==> config.mk <==
export PLATFORM = sky130hd
export DESIGN_NAME = ball_motion_param
export DESIGN_NICKNAME = d
export VERILOG_FILES = /design/src/rtl/ball_motion_param.sv
export SDC_FILE = /design/constraint.sdc
export NUM_CORES = 1
export LEC_CHECK = 0
export ABC_CLOCK_PERIOD_IN_PS = 2100
export BUFFER_PORTS_ARGS = -buffer_cell sky130_fd_sc_hd__buf_2
export CAP_MARGIN = 30
export CORE_MARGIN = 2
export CORE_UTILIZATION = 45
export CTS_BUF_LIST = sky130_fd_sc_hd__clkbuf_8 sky130_fd_sc_hd__clkbuf_16
export DETAILED_ROUTE_END_ITERATION = 7
export GPL_TIMING_DRIVEN = 0
export PLACE_DENSITY = 0.69
export SYNTH_ARGS = -nofsm -noshare
export SYNTH_HDL_FRONTEND = slang
export SYNTH_SLANG_ARGS = --single-unit
==> constraint.sdc <==
create_clock -name clk -period 2.1 [get_ports clk]
set_input_delay 0.42 -clock clk [delete_from_list [all_inputs] [get_ports clk]]
set_output_delay 0.42 -clock clk [all_outputs]
set_load 0.1 [all_outputs]
==> src/rtl/ball_motion_param.sv <==
// Parametrised bouncing-ball motion and graphics engine, stepped once per vsync rising edge.
// Optional BALL_MOTION_PAUSE_EN adds a pause input that freezes motion while graphics keep running.

module ball_motion_axis #(
  parameter int W        = 9,
  parameter int SIZE     = 4,
  parameter int MAX      = 256,
  parameter int INIT     = 128,
  parameter int SPEED    = 2,
  parameter bit DIR_INIT = 1'b0
) (
  input  logic         clk,
  input  logic         reset,
  input  logic         step,
  input  logic [W-1:0] beam,
  output logic [W-1:0] pos,
  output logic         hit,
  output logic         in_span
);
  localparam int            W1  = W + 1;
  localparam logic [W:0]    LIM = W1'(MAX - SIZE);
  localparam logic [W:0]    SPD = W1'(SPEED);
  localparam logic [W-1:0]  SZ  = W'(SIZE);
  localparam logic [W-1:0]  P0  = W'(INIT);

  logic         dir;  // 0: toward increasing coordinate, 1: toward zero
  logic [W:0]   ext, fwd;
  logic [W-1:0] offs;

  // Offset wraps on purpose: beam before the ball becomes a huge value and fails the range test.
  always_comb begin
    ext     = {1'b0, pos};
    fwd     = ext + SPD;
    offs    = beam - pos;
    in_span = (offs < SZ);
  end

  always_ff @(posedge clk or posedge reset) begin
    if (reset) begin
      pos <= P0;
      dir <= DIR_INIT;
      hit <= 1'b0;
    end else begin
      hit <= 1'b0;
      if (step) begin
        if (!dir) begin
          if (fwd >= LIM) begin
            pos <= LIM[W-1:0];
            dir <= 1'b1;
            hit <= 1'b1;
          end else begin
            pos <= fwd[W-1:0];
          end
        end else begin
          if (ext <= SPD) begin
            pos <= '0;
            dir <= 1'b0;
            hit <= 1'b1;
          end else begin
            pos <= pos - SPD[W-1:0];
          end
        end
      end
    end
  end
endmodule

module ball_motion_param #(
  parameter int COORD_W   = 9,
  parameter int BALL_SIZE = 4,
  parameter int H_MAX     = 256,
  parameter int V_MAX     = 240,
  parameter int H_INIT    = 128,
  parameter int V_INIT    = 128,
  parameter int H_SPEED   = 2,
  parameter int V_SPEED   = 2
) (
  input  logic               clk,
  input  logic               reset,
  input  logic               vsync,
`ifdef BALL_MOTION_PAUSE_EN
  input  logic               pause,
`endif
  input  logic               display_on,
  input  logic [COORD_W-1:0] hpos,
  input  logic [COORD_W-1:0] vpos,
  output logic [COORD_W-1:0] ball_x,
  output logic [COORD_W-1:0] ball_y,
  output logic               ball_gfx,
  output logic               ball_hgfx,
  output logic               ball_vgfx,
  output logic               hit_h,
  output logic               hit_v
);
  logic vsync_d, frame_tick, step, h_in, v_in;

  always_ff @(posedge clk or posedge reset) begin
    if (reset) vsync_d <= 1'b0;
    else       vsync_d <= vsync;
  end

  assign frame_tick = vsync & ~vsync_d;

  // vsync_d keeps tracking while paused so un-pausing mid-pulse cannot fake an edge.
`ifdef BALL_MOTION_PAUSE_EN
  assign step = frame_tick & ~pause;
`else
  assign step = frame_tick;
`endif

  ball_motion_axis #(
    .W(COORD_W), .SIZE(BALL_SIZE), .MAX(H_MAX), .INIT(H_INIT), .SPEED(H_SPEED), .DIR_INIT(1'b1)
  ) u_h (
    .clk(clk), .reset(reset), .step(step), .beam(hpos),
    .pos(ball_x), .hit(hit_h), .in_span(h_in)
  );

  ball_motion_axis #(
    .W(COORD_W), .SIZE(BALL_SIZE), .MAX(V_MAX), .INIT(V_INIT), .SPEED(V_SPEED), .DIR_INIT(1'b0)
  ) u_v (
    .clk(clk), .reset(reset), .step(step), .beam(vpos),
    .pos(ball_y), .hit(hit_v), .in_span(v_in)
  );

  always_ff @(posedge clk or posedge reset) begin
    if (reset) begin
      ball_hgfx <= 1'b0;
      ball_vgfx <= 1'b0;
      ball_gfx  <= 1'b0;
    end else begin
      ball_hgfx <= display_on & h_in;
      ball_vgfx <= display_on & v_in;
      ball_gfx  <= display_on & h_in & v_in;
    end
  end
endmodule

==> metrics.csv <==
stage,metric,value,unit
outcome,run status,"complete, no violations",
pwr,VDD IR-drop max,724,uV
yosys,Netlist cell types,67,
detailed_routing,1st-iter DRT viols,277,
finish,"Area growth, synth to finish",31.7,%
place,hpwl dp,4720,um
place,Placed Cells,401,
detailed_routing,DR pass1 iterations,5,
sta,fin worst setup slack,2.46,ps
yosys,#FFs+latches synth,24,
place,IO Port Bufs,40,
global_route,overall routing resource usage,0.220,
yosys,Post-Syn Area,0.00241,mm2
min_path,Min-Delay Path Class,in2async,
sta,minimum clock period,2100,ps
sta,fmax,477,MHz
die,CORE AREA,0.00514,mm2
die,# rows,26,
detailed_routing,wire per inst,16.1,um
critical_path,CP max FO,3,
clock_tree,H-tree Lvls,1,
clock_tree,CTS Buf Count,3,
die,DIE HEIGHT,77.2,um
yosys,"Seq/Total Area, Yosys",0.250,
place,routability cong.,0.885,
yosys,Post-synth top flop,dfrtp_1,
sta,final hold violation count,0,
die,I/O pins,45,
clock_tree,Clock Tree Root,clkbuf_8,
global_route,global-route wire length before repair,10600,um
finish,fraction of layout cells with a size suffix above 1,0.388,
yosys,Post-Syn Instances,290,
global_route,vias in the first global route,2161,
critical_path,CP max stage cell,dfrtp_4,
critical_path,worst-path cell chain,buf_8 > inv_8 > ha_4 > or3b_4 > or3_1 > a31oi_1 > nor2_1 > a221oi_2,
clock_tree,worst skew pair latency,280,ps
critical_path,"Arr. time, crit path",2300,ps
global_route,grt ovf,0,
critical_path,Crit path required time,2300,ps
detailed_routing,Routed WL,6790,um
sta,period utilisation layout,0.999,
finish,Ant. Diodes,0,
clock_tree,clock sink count,24,
finish,Final Util,0.619,
critical_path,Crit path buffers/inverters,2,
clock_tree,clk buf depth,2,
job,maximum capacitance violations,0,
die,die area,0.00597,mm2
yosys,Post-synth ARST share,1.00,
critical_path,Worst setup EP type,flip-flop,
critical_path,Setup crit start kind,flip-flop,
critical_path,cell family with most CP delay,simple AND/OR/NAND/NOR gates,
sta,Pins Over Slew Limit,0,
yosys,synth warn,0,
critical_path,WS Path Type,reg2reg,
global_route,initial antenna violation count,0,
clock_tree,Worst-path clk slew,110,ps
sta,worst slew pin tran,511,ps
detailed_routing,via count,2539,
clock_tree,TritonCTS clock tree,done,
finish,"non-filler cells, final",423,
sta,Finish-stage setup viols,0,
finish,# nets final,396,
sta,RSZ-0062 raised after global routing,yes,
global_route,largest net degree at the start of global routing,25,
detailed_routing,drt drc,0,
sta,hold_ws,81.7,ps
detailed_routing,Antenna Nets Post-Route,0,
yosys,Post-synth EDFFs,0,
pwr,power per cell area,1320,mW/mm2
sta,Worst Skew,10.4,ps
clock_tree,hold buffers post-CTS,0,
critical_path,"Largest stage delay, worst path",520,ps
die,Starting Density,0.470,
die,Die Span X,77.2,um
sta,max_slew headroom,0.659,
pwr,Leakage,0.00136,uW
detailed_routing,vias per cell,6.00,
yosys,mean post-synth cell area,8.32,um2
place,pre-CTS setup slack,-41.4,ps
[cells by family after synthesis]
kind of cell,synth area share
AO/OA/AOI/OAI,0.265
XOR/XNOR,0.0290
adder cells (fa/ha/maj),0.104
buffers and inverters,0.0954
flip-flops,0.250
multiplexers,0.0124
other,0.00155
AND/OR/NAND/NOR,0.242
[through the flow]
step	area (um2)	TNS (ps)	total power [uW]
after floorplan	2550	-190	2970
after global placement	2840	-38.6	3420
after detailed placement	2840	-72.3	3450
after CTS	2950	0	3930
after global routing	3180	-261	4450
final	3180	0	4200
[Yosys cell counts (3+ instances only)]
master     instances  share of area
inv_1             21          0.033
o221ai_1           3          0.011
nor3_1            11          0.023
or3_1              4          0.010
buf_6              5          0.023
nand4b_1           3          0.011
nand4_1            3         0.0078
dfstp_2            3          0.033
nand2b_1           5          0.013
nor4_1             8          0.021
xnor2_1            5          0.018
a31oi_1            8          0.021
buf_2             10          0.021
nor2_1            18          0.028
nand2_1           20          0.031
xor2_1             3          0.011
clkbuf_1           6         0.0093
buf_4              3         0.0093
mux2i_1            3          0.012
nor2b_1            5          0.013
o21ai_0           17          0.035
o41ai_1            3          0.011
nand3_1            8          0.017
o2111ai_1          3          0.011
ha_1              20           0.10
dfrtp_1           21           0.22
a21oi_1           13          0.027
o21ai_1            3         0.0062
[metal layers]
layer	global-route usage	wire, um
met1	0.324	3110
met2	0.337	3130
met3	0.0247	452
met4	0.0696	94
met5	0	0
[layout make-up]
| class | instances | area (um2) |
|---|---|---|
| fillers | 475 | 1960 |
| clock buffers | 3 | 41.3 |
| inverters | 21 | 96.3 |
| repair buffers | 59 | 370 |
| well taps | 70 | 87.6 |
| multi-input cells | 222 | 1720 |
| plain buffers | 23 | 190 |
| flip-flops and latches | 24 | 647 |
| clock inverters | 1 | 30.0 |
[where the power goes]
part | switching [uW] | internal, uW | leakage [uW] | total, uW
clock | 182 | 256 | 0.0000357 | 437
combinational | 1920 | 1030 | 0.00106 | 2950
sequential | 176 | 633 | 0.000274 | 808
total | 2280 | 1920 | 0.00136 | 4200
[state kept, by name (all words and copies together) (netlist names)]
register and flops:
ball_vgfx 1, u_h.pos 8, u_h.hit 1, u_v.dir 1, u_v.pos 8, ball_gfx 1
ball_hgfx 1, u_h.dir 1, u_v.hit 1, vsync_d 1
[placed cells by master, fill, tap and decap left out, drive strengths merged, types with 3 or more instances in the layout]
cell | netlist | routed
nor2 | 19 | 19
o31ai | 3 | 3
mux2i | 3 | 3
dfrtp | 21 | 21
ha | 20 | 20
buf | 18 | 77
inv | 21 | 21
nand4b | 3 | 3
nor2b | 5 | 5
xnor2 | 5 | 5
nor4 | 8 | 8
nand4 | 3 | 3
o221ai | 3 | 3
a31oi | 8 | 8
clkbuf | 6 | 8
xor2 | 3 | 3
nand2b | 5 | 5
nand3 | 8 | 8
o2111ai | 3 | 3
or3 | 6 | 6
o21ai | 21 | 21
nor3 | 12 | 12
nand2 | 20 | 20
o41ai | 4 | 4
a21oi | 13 | 13
dfstp | 3 | 3
[path summary, 6_finish.rpt]
kind,from,to,slack [ps],cells after the start
setup / recovery,u_v.pos[1],u_v.pos[5],2,8
hold / removal,reset,u_h.pos[6],80,2
setup reg to reg,u_v.pos[1],u_v.pos[5],2,8
hold reg to reg,u_h.dir,u_h.hit,600,2
max in group asynchronous,reset,u_h.dir,1530,3
min in group clk,vsync,vsync_d,270,1
[what timing repair did]
item / in CTS / in global routing
buffers inserted: 1 / 17
pin swaps: 6 / 16
cloned: 0 / 0
endpoints found under the setup margin: 7 / 17
resized for setup: 6 / 21
No activity file was read; power rests on OpenSTA's default activity.
